$ cat src/rtl/div_unit_pkg.sv
// Shared widths, FSM encoding and operand helpers for the EX-stage divider.
package div_unit_pkg;

  localparam int unsigned DATA_W = 32;
  localparam int unsigned CNT_W  = 6;
  localparam int unsigned DBL_W  = 2 * DATA_W;

  typedef enum logic [1:0] {
    DIV_FREE    = 2'b00,
    DIV_BY_ZERO = 2'b01,
    DIV_ON      = 2'b10,
    DIV_END     = 2'b11
  } div_state_e;

  // Magnitude of an operand; unsigned operands pass through untouched.
  function automatic logic [DATA_W-1:0] abs_op(input logic [DATA_W-1:0] v,
                                               input logic              is_signed);
    return (is_signed && v[DATA_W-1]) ? DATA_W'(-v) : v;
  endfunction

endpackage

$ cat src/rtl/div_unit_step.sv
// One restoring-division iteration: trial subtract, keep or restore, emit quotient bit.
module div_unit_step
  import div_unit_pkg::*;
#(
  parameter int unsigned W = DATA_W
) (
  input  logic [W:0]   rem_i,
  input  logic [W-1:0] divisor_i,
  output logic [W-1:0] rem_c,
  output logic         q_bit_c
);

  logic [W+1:0] diff;

  // The partial remainder carries one extra bit: with a divisor above 2^(W-1)
  // the shifted remainder can exceed W bits before the subtraction.
  always_comb begin
    diff    = {1'b0, rem_i} - {2'b00, divisor_i};
    q_bit_c = ~diff[W+1];
    rem_c   = q_bit_c ? diff[W-1:0] : rem_i[W-1:0];
  end

endmodule

$ cat src/rtl/div_unit.sv
// Multi-cycle radix-2 restoring divider (DIV/DIVU) with annul and held result.
// Optional feature macro: DIV_ZERO_FLAG_EN adds the div_zero_o flag output.
module div_unit
  import div_unit_pkg::*;
(
  input  logic              clk,
  input  logic              rst,
  input  logic              signed_div_i,
  input  logic [DATA_W-1:0] opdata1_i,
  input  logic [DATA_W-1:0] opdata2_i,
  input  logic              start_i,
  input  logic              annul_i,
  output logic [DBL_W-1:0]  result_o,
`ifdef DIV_ZERO_FLAG_EN
  output logic              div_zero_o,
`endif
  output logic              ready_o
);

  div_state_e        state_q, state_d;
  logic [CNT_W-1:0]  cnt_q, cnt_d;
  logic [DBL_W:0]    dividend_q, dividend_d;
  logic [DATA_W-1:0] divisor_q, divisor_d;
  logic              neg_quot_q, neg_quot_d;
  logic              neg_rem_q, neg_rem_d;
  logic [DBL_W-1:0]  result_q, result_d;
  logic              ready_q, ready_d;
`ifdef DIV_ZERO_FLAG_EN
  logic              div_zero_q, div_zero_d;
`endif

  logic [DATA_W-1:0] step_rem_c;
  logic              step_q_bit_c;
  logic [DATA_W-1:0] quot_fix, rem_fix;
  logic [DATA_W-1:0] abs1, abs2;

  div_unit_step #(.W(DATA_W)) u_step (
    .rem_i     (dividend_q[DBL_W:DATA_W]),
    .divisor_i (divisor_q),
    .rem_c     (step_rem_c),
    .q_bit_c   (step_q_bit_c)
  );

  // Next-state, datapath and registered-output computation.
  always_comb begin
    state_d    = state_q;
    cnt_d      = cnt_q;
    dividend_d = dividend_q;
    divisor_d  = divisor_q;
    neg_quot_d = neg_quot_q;
    neg_rem_d  = neg_rem_q;
    result_d   = '0;
    ready_d    = 1'b0;
`ifdef DIV_ZERO_FLAG_EN
    div_zero_d = 1'b0;
`endif
    abs1       = abs_op(opdata1_i, signed_div_i);
    abs2       = abs_op(opdata2_i, signed_div_i);
    quot_fix   = dividend_q[DATA_W-1:0];
    rem_fix    = dividend_q[DBL_W:DATA_W+1];

    unique case (state_q)
      DIV_FREE: begin
        if (start_i && !annul_i) begin
          neg_quot_d = signed_div_i & (opdata1_i[DATA_W-1] ^ opdata2_i[DATA_W-1]);
          neg_rem_d  = signed_div_i & opdata1_i[DATA_W-1];
          divisor_d  = abs2;
          dividend_d = {DATA_W'(0), abs1, 1'b0};
          cnt_d      = '0;
          state_d    = (opdata2_i == '0) ? DIV_BY_ZERO : DIV_ON;
        end
      end

      DIV_BY_ZERO: begin
        dividend_d = '0;
        state_d    = DIV_END;
      end

      DIV_ON: begin
        if (annul_i) begin
          state_d = DIV_FREE;
        end else if (cnt_q != CNT_W'(DATA_W)) begin
          dividend_d = {step_rem_c, dividend_q[DATA_W-1:0], step_q_bit_c};
          cnt_d      = cnt_q + CNT_W'(1);
        end else begin
          if (neg_quot_q) quot_fix = DATA_W'(-quot_fix);
          if (neg_rem_q)  rem_fix  = DATA_W'(-rem_fix);
          result_d = {rem_fix, quot_fix};
          ready_d  = 1'b1;
          cnt_d    = '0;
          state_d  = DIV_END;
        end
      end

      DIV_END: begin
        if (start_i) begin
          result_d = result_q;
          ready_d  = 1'b1;
`ifdef DIV_ZERO_FLAG_EN
          div_zero_d = (divisor_q == '0);
`endif
        end else begin
          state_d = DIV_FREE;
        end
      end

      default: state_d = DIV_FREE;
    endcase
  end

  // State and output registers with synchronous reset.
  always_ff @(posedge clk) begin
    if (rst) begin
      state_q    <= DIV_FREE;
      cnt_q      <= '0;
      dividend_q <= '0;
      divisor_q  <= '0;
      neg_quot_q <= 1'b0;
      neg_rem_q  <= 1'b0;
      result_q   <= '0;
      ready_q    <= 1'b0;
`ifdef DIV_ZERO_FLAG_EN
      div_zero_q <= 1'b0;
`endif
    end else begin
      state_q    <= state_d;
      cnt_q      <= cnt_d;
      dividend_q <= dividend_d;
      divisor_q  <= divisor_d;
      neg_quot_q <= neg_quot_d;
      neg_rem_q  <= neg_rem_d;
      result_q   <= result_d;
      ready_q    <= ready_d;
`ifdef DIV_ZERO_FLAG_EN
      div_zero_q <= div_zero_d;
`endif
    end
  end

  assign result_o = result_q;
  assign ready_o  = ready_q;
`ifdef DIV_ZERO_FLAG_EN
  assign div_zero_o = div_zero_q;
`endif

endmodule

$ cat config.mk
export PLATFORM = sky130hd
export DESIGN_NAME = div_unit
export DESIGN_NICKNAME = d
export VERILOG_FILES = /design/src/rtl/div_unit_pkg.sv /design/src/rtl/div_unit_step.sv /design/src/rtl/div_unit.sv
export SDC_FILE = /design/constraint.sdc
export NUM_CORES = 1
export LEC_CHECK = 0
export BUFFER_PORTS_ARGS = -buffer_cell sky130_fd_sc_hd__buf_4
export CORE_ASPECT_RATIO = 1.5
export CORE_UTILIZATION = 35
export CTS_BUF_LIST = sky130_fd_sc_hd__clkbuf_4
export DETAILED_ROUTE_END_ITERATION = 16
export GPL_ROUTABILITY_DRIVEN = 0
export PLACE_DENSITY = 0.55
export SYNTH_ARGS = -nofsm -noshare
export SYNTH_HDL_FRONTEND = slang
export SYNTH_SLANG_ARGS = --single-unit
export TNS_END_PERCENT = 10
$ cat constraint.sdc
create_clock -name clk -period 4.6 [get_ports clk]
set_input_delay 0.92 -clock clk [delete_from_list [all_inputs] [get_ports clk]]
set_output_delay 0.92 -clock clk [all_outputs]
set_load 0.02 [all_outputs]
# Word-level counts from Yosys, hierarchy flattened
# Cells that the tools add are included.
# word_totals
ff_bits	172
input_bits	69
out_inout_bits	65
word_cells	66
# classes
add_sub_neg	6
eq_ne	9
mux	27
n_bitwise	4
reduce_logical	12
# op_table
op	n
$mux 65	3
$pmux 65 s3	1
$mux 64	3
$mux 32	5
$neg 32->32	4
$pmux 64 s2	1
$sub 33x32->34	1
$logic_not 32->1	1
$mux 6	3
$pmux 6 s2	1
$mux 2	5
$ne 2x2->1 const B	4
$pmux 2 s4	1
$add 6x1->6 const B	1
$ne 6x6->1 const B	1
$reduce_and 3->1	2
$eq 2x2->1 const B	2
$reduce_and 4->1	1
$logic_and 1x1->1	3
$mux 1	3
$ne 3x3->1 const B	1
$reduce_bool 3->1	1
$and 1x1->1	2
$eq 2x1->1 const B	1
7 further kinds	7

# Logic depth before layout (Yosys ltp)
# Gate-level depths: netlist of run 1.
# logic_depth
depth_word	5
mapped_depth	14
mapped_depth_nobuf	14

# Cells and area by module
# A second synthesis of run 1 with hierarchy kept.
# unflattened
hier_cells	1503
area_unflattened_um2	11553.6
# by_module_without_submodules
mod	instances	cells_per_inst	area_per_inst_um2	seq_area_each_um2
div_unit	1	1130	9123.8	3443.3
div_unit_step	1	373	2429.8	0.0

# Least setup slack after synthesis of run 1
# Ideal clock, no wire load.
# synth_timing
path_type	input-to-reg
start	in opdata1_i[9]
end	reg dividend_q[30]
setup_time_ps	86
t_arrival_ps	3149
required_ps	4514
slack_ps	1366
cell_stages	9
n_path_buf	0
cell_sequence	nor4_1 > nand4_1 > nor4_2 > nand2_1 > or4_1 > o31ai_1 > xnor2_1 > a22oi_1 > a211oi_1
# synth_via
elab_chain_cells	4
# synth_lines
element	line	source
start: declaration	div_unit.sv:9	input logic [DATA_W-1:0] opdata1_i,
$neg 32->32	div_unit_pkg.sv:18	return (is_signed && v[DATA_W-1]) ? DATA_W'(-v) : v;
$mux 32	div_unit_pkg.sv:18	
$mux 65	div_unit.sv:64	if (start_i && !annul_i) begin
$pmux 65 s3	div_unit.sv:62	unique case (state_q)
end signal: assignment	div_unit.sv:128	dividend_q <= dividend_d;
end: declaration	div_unit.sv:22	logic [DBL_W:0] dividend_q, dividend_d;
# No other way between the ends. The select of a mux whose other input is x is not followed.
# A chain may end at the register's enable or synchronous reset.

# Worst setup path in the final report of run 1
# layout_timing
start	reg dividend_q[44]
end	reg dividend_q[62]
# layout_via
elab_chain_cells	5
# layout_lines
element	line	source
$sub 33x32->34	div_unit_step.sv:18	diff = {1'b0, rem_i} - {2'b00, divisor_i};
$mux 32	div_unit_step.sv:20	rem_c = q_bit_c ? diff[W-1:0] : rem_i[W-1:0];
$mux 65	div_unit.sv:82	end else if (cnt_q != CNT_W'(DATA_W)) begin
$mux 65	div_unit.sv:80	if (annul_i) begin
$pmux 65 s3	div_unit.sv:62	
# No other way between the ends. The select of a mux whose other input is x is not followed.

==> results of run 1 <==
-- metrics by stage --
step	power [uW]	setup WS, ns	hold slack, ns
2_1_floorplan	3350	1.37	0.432
4_1_cts	4760	0.745	0.470
5_1_grt	5090	0.396	0.494
6_report	4710	0.762	0.471
3_5_place_dp	3900	0.699	0.452
3_3_place_gp	3880	0.786	0.444
-- cells in the mapped netlist (all sizes together), types with 4 or more instances --
cell	count	share of area
nand4	7	0.0041
dfxtp	172	0.33
a211oi	32	0.023
a31oi	6	0.0036
o41ai	15	0.012
or3	10	0.0059
a21o	14	0.010
clkbuf	65	0.023
buf	13	0.0062
nor3	21	0.010
or2	5	0.0030
or4	15	0.011
a311oi	5	0.0041
inv	57	0.020
nor2	147	0.052
a32oi	4	0.0033
mux2i	30	0.028
a22o	21	0.017
nand2	132	0.047
and2	9	0.0053
nand2b	6	0.0036
o21bai	4	0.0028
xor2	55	0.046
o21ai	115	0.054
a221oi	4	0.0033
o31ai	27	0.020
nor4	18	0.012
ha	42	0.050
nand3	18	0.0085
a22oi	48	0.034
nor2b	5	0.0032
o21a	6	0.0043
a21oi	88	0.042
xnor2	92	0.076
-- path summary, 6_finish.rpt --
| kind | endpoint | slack, ns | start |
|---|---|---|---|
| max reg2reg | dividend_q[62]$_SDFFE_PP0P_ | 0.76 | dividend_q[44]$_SDFFE_PP0P_ |
| max | dividend_q[62]$_SDFFE_PP0P_ | 0.76 | dividend_q[44]$_SDFFE_PP0P_ |
| min reg2reg | divisor_q[31]$_SDFFE_PP0P_ | 0.47 | divisor_q[31]$_SDFFE_PP0P_ |
| min | divisor_q[31]$_SDFFE_PP0P_ | 0.47 | divisor_q[31]$_SDFFE_PP0P_ |
-- state kept, by name, summed over array words and instances (netlist names) --
| name | flops |
|---|---|
| result_o | 64 |
| divisor_q | 32 |
| state_q | 2 |
| neg_quot_q | 1 |
| neg_rem_q | 1 |
| cnt_q | 6 |
| dividend_q | 65 |
| ready_o | 1 |
-- metal layers --
| metal | up-vias | global-route usage | part of all wire |
|---|---|---|---|
| li1 | 4959 | - | - |
| met1 | 4505 | 0.222 | 0.42 |
| met2 | 163 | 0.369 | 0.53 |
| met3 | 35 | 0.0305 | 0.031 |
| met4 | 0 | 0.0745 | 0.022 |
| met5 | - | 0 | 0 |
-- critical path, cell delays in order (launching register included) --
cell	delay, ns
dfxtp_1	0.49
ha_1	0.33
a21oi_1	0.27
o21ai_0	0.17
a221oi_1	0.50
a2111oi_4	0.18
nor4_2	0.33
o31ai_4	0.14
a21boi_4	0.47
buf_4	0.46
mux2i_1	0.26
o21ai_1	0.08
-- cell families (layout without fill, tap and decap cells) --
logic type,Yosys count,in the layout,share of synthesized area
compound gates,408,408,0.252
simple gates,400,400,0.170
other cells,0,3,0
fa+ha+maj,43,43,0.0517
mux,30,30,0.0284
buf+inv,136,236,0.0499
xor+xnor,147,147,0.122
flops,172,172,0.326
-- power breakdown --
group          internal, uW  switching (uW)  total [uW]  leakage [uW]
sequential             1670             240        1910       0.00140
combinational           756            1190        1940       0.00348
clock                   275             579         854      0.000140
-- cell type report --
type | instances | share of cell area
diodes | 3 | 0.000618
clock buffers | 18 | 0.0111
clock inverters | 14 | 0.00999
inverters | 58 | 0.0179
multi-input cells | 1028 | 0.546
flip-flops and latches | 172 | 0.283
well taps | 395 | 0.0407
repair buffers | 146 | 0.0902
==> results.ini, run 1 <==
[outcome]
status=finished, final reports clean

[route]
drt-total-wl_um=29700
vias_per_cell=5.27
wl_per_cell_um=16.2
vias=9662
remaining_drc_errors=0
drtAntennaViolNets=0
drt-pass1-iter-count=5
first_iter_violations=369

[clock_tree]
htreeDepth=4
numCtsBuffers=17
cts.sinks=172
cts_root_buf=clkbuf_4
holdBufCountCts=0
cts_tree=done
insertion_delay_ns=0.65
cts_resized=0
cts_setup_buffers=0
clockBufferDepth=2
clk_pin_slew_worst_paths_ns=0.15

[power]
p_leak_uw=0.00502
vdd_ir_drop_max_mv=0.231
power_density_nw_per_um2=388

[floorplan]
coreArea_um2=29600
die_w_um=144
dieArea_um2=30900
rows=77
initial_core_util=0.357
die_h_um=215
io_pins=134

[synthesis]
syn-cell-area_um2=10600
synth_edf_count=0
ys_ff_latch=172
synth_area_per_cell_um2=7.91
synthArstFlopShare=0
synth_cell_types=60
ys_warn_count=0
syn_inst=1336
synth_flop_cell=dfxtp_1
syn-num-nets=1448
seq_area_frac_synth=0.326

[final_layout]
synthToLayoutAreaGrowth_pct=15.0
final_nets=1535
stdcell_count=1834
seq_area_um2=3440
multiInputGateArea_um2=6630
fill_cells=3138
drive_gt1_frac=0.133
final_common_cell=dfxtp_1
fin_util=0.411
final_cell_mix=dfxtp_1 (172), buf_4 (146), nor2_1 (145), nand2_1 (132), xnor2_1 (92)
stdcell_area_um2=12100

[place]
dp.cells=1799
dp_hpwl_um=22400
place_area_um2=11900
portBuffers=133

[min_path]
hp-class=reg2reg
holdPathStages=2

[sta]
setup_viol=0
period_minus_slack_ns=3.84
fmax_mhz=261
drv_slew=0
tightestPinTransition_ns=1.19
hold_viol_final=0
slew_headroom=0.207
period_share=0.834
fin_setup_tns_ns=0
finalClockSkew_ns=0.0294
rsz0062_at_grt=false

[setup_path]
crit_required_ns=5.09
r2r_cells=11
path_class=reg2reg
setup.worst_path.end_class=register
worstPathMaxFanout=22
startpoint_type=register
critical_path_arrival_ns=4.32

[grt]
grt_pass1_wl_um=48300
grt_max_degree=89
grt_pass1_vias=9347
grt.total_usage=0.199
grt-ovfl-total=0
antenna_found_initial=2

[run]
maxCapViolCount=0

Power figures use the tool's default switching activity.
==> inputs of run 2 (changes only) <==
--- a/config.mk
+++ b/config.mk
@@ -11,7 +11,7 @@
 export CTS_BUF_LIST = sky130_fd_sc_hd__clkbuf_4
 export DETAILED_ROUTE_END_ITERATION = 16
 export GPL_ROUTABILITY_DRIVEN = 0
-export PLACE_DENSITY = 0.55
+export PLACE_DENSITY = 0.57
 export SYNTH_ARGS = -nofsm -noshare
 export SYNTH_HDL_FRONTEND = slang
 export SYNTH_SLANG_ARGS = --single-unit
==> constraint.sdc (replaced) <==
create_clock -name clk -period 3.4 [get_ports clk]
set_input_delay 0.68 -clock clk [delete_from_list [all_inputs] [get_ports clk]]
set_output_delay 0.68 -clock clk [all_outputs]
set_load 0.02 [all_outputs]
==> results.ini, run 2 (same netlist as run 1, synthesis figures left out) <==
[final_layout]
synthToLayoutAreaGrowth_pct=19.2
top_register=dividend_q
drive_gt1_frac=0.165
final_nets=1591
final_common_cell=buf_4
fill_cells=3057
largest_reg_flops=65
final_cell_mix=buf_4 (200), dfxtp_1 (171), nor2_1 (145), nand2_1 (132), xnor2_1 (92)
stdcell_count=1889

[route]
first_iter_violations=385
drt-pass1-iter-count=7
vias_per_cell=5.25
drtAntennaViolNets=0
remaining_drc_errors=0
vias=9917
wl_per_cell_um=16.2
drt-total-wl_um=30500

[power]
power_density_nw_per_um2=511
p_leak_uw=0.00530
total_power_uw=6440
vdd_ir_drop_max_mv=0.290

[setup_path]
slowest_delay_ns=0.50
path_class=reg2reg
worstPathMaxFanout=8
startpoint_type=register
slowest_stage=a2111o_1
path_cells=inv_1 -> ha_1 -> nor2b_2 -> o2111ai_1 -> a211o_1 -> a2111o_1 -> a2111oi_4 -> nor4_2 -> o31ai_4 -> a21boi_4 -> buf_4 -> mux2i_1 -> a22o_1
setup.worst_path.end_class=register
crit_required_ns=3.91
critical_path_arrival_ns=3.73

[place]
dp.cells=1850
dp_hpwl_um=23400
portBuffers=133

[clock_tree]
numCtsBuffers=17
clockBufferDepth=2
cts_tree=done
htreeDepth=4
clk_pin_slew_worst_paths_ns=0.14
cts.sinks=172
cts_root_buf=clkbuf_4
insertion_delay_ns=0.61

[sta]
period_share=0.948
period_minus_slack_ns=3.22
finalClockSkew_ns=0.0199
setup_viol=0
slew_headroom=0.234
tightestPinTransition_ns=1.15
drv_slew=0
hold_ws_ns=0.357
rsz0062_at_grt=false
fmax_mhz=310
hold_viol_final=0

[grt]
grt_pass1_wl_um=48800
antenna_found_initial=2
grt-ovfl-total=0
grt_pass1_vias=9424
grt_max_degree=61
grt.total_usage=0.202

[floorplan]
rows=77
die_h_um=215
die_w_um=144
dieArea_um2=30900
io_pins=134
coreArea_um2=29600
initial_core_util=0.357

[run]
maxCapViolCount=0

[outcome]
status=finished, final reports clean

[min_path]
hp-class=in2reg

run 2: final timing paths:
check                                                start                           to  slack (ns)  cells past startpoint
worst max-delay path             divisor_q[1]$_SDFFE_PP0P_  dividend_q[33]$_SDFFE_PP0P_        0.18                     13
worst min-delay path                         opdata2_i[31]   divisor_q[31]$_SDFFE_PP0P_        0.36                      3
worst max register to register   divisor_q[1]$_SDFFE_PP0P_  dividend_q[33]$_SDFFE_PP0P_        0.18                     13
worst min register to register  divisor_q[31]$_SDFFE_PP0P_   divisor_q[31]$_SDFFE_PP0P_        0.46                      2
run 2: area by class of cell:
cell class	count	area, um2	area share
Multi-Input combinational cell	1028	6640	0.527
Sequential cell	172	3440	0.274
Timing Repair Buffer	202	1540	0.122
Tap cell	395	494	0.0392
Inverter	58	218	0.0173
Clock buffer	17	128	0.0101
Clock inverter	15	123	0.00974
Antenna cell	2	5.00	0.000397
run 2: timing repair:
item                                    in CTS  in global routing
endpoints found under the setup margin      27                 32
pin swaps                                    2                  5
buffers inserted                             2                  3
hold buffers                                 0                  0
resized for setup                            0                  3
run 2: worst max-delay path: cells and delay by family (launching register included):
kind | cells | cell delay [ns]
AOI/OAI and AO/OA | 7 | 1.94
adders and majority gates | 1 | 0.27
buffers and inverters | 2 | 0.22
DFF | 1 | 0.35
muxes | 1 | 0.11
and+or+nand+nor | 2 | 0.25
run 2: power by group:
part,switching (uW),leakage [uW],internal [uW]
Sequential,321,0.00140,2270
Combinational,1600,0.00377,1120
Clock,767,0.000133,359
run 2: through the flow:
| step | util | setup TNS [ns] | cell area (um2) | worst slack [ns] |
|---|---|---|---|---|
| 3_5_place_dp | 0.415 | -0.586 | 12300 | -0.0344 |
| 5_1_grt | 0.426 | 0 | 12600 | 0.000948 |
| 3_3_place_gp | 0.415 | 0 | 12300 | 0.0454 |
| 4_1_cts | 0.424 | 0 | 12600 | 0.00188 |
| 6_report | 0.426 | 0 | 12600 | 0.176 |
| 2_1_floorplan | - | 0 | 10600 | 0.207 |
run 2: per-layer routing:
| layer | up-vias | GRT usage | wire length [um] |
|---|---|---|---|
| met5 | - | 0 | 0 |
| met4 | 0 | 0.0720 | 546 |
| met3 | 31 | 0.0290 | 1060 |
| met2 | 185 | 0.385 | 16800 |
| met1 | 4632 | 0.222 | 12200 |
| li1 | 5069 | - | - |
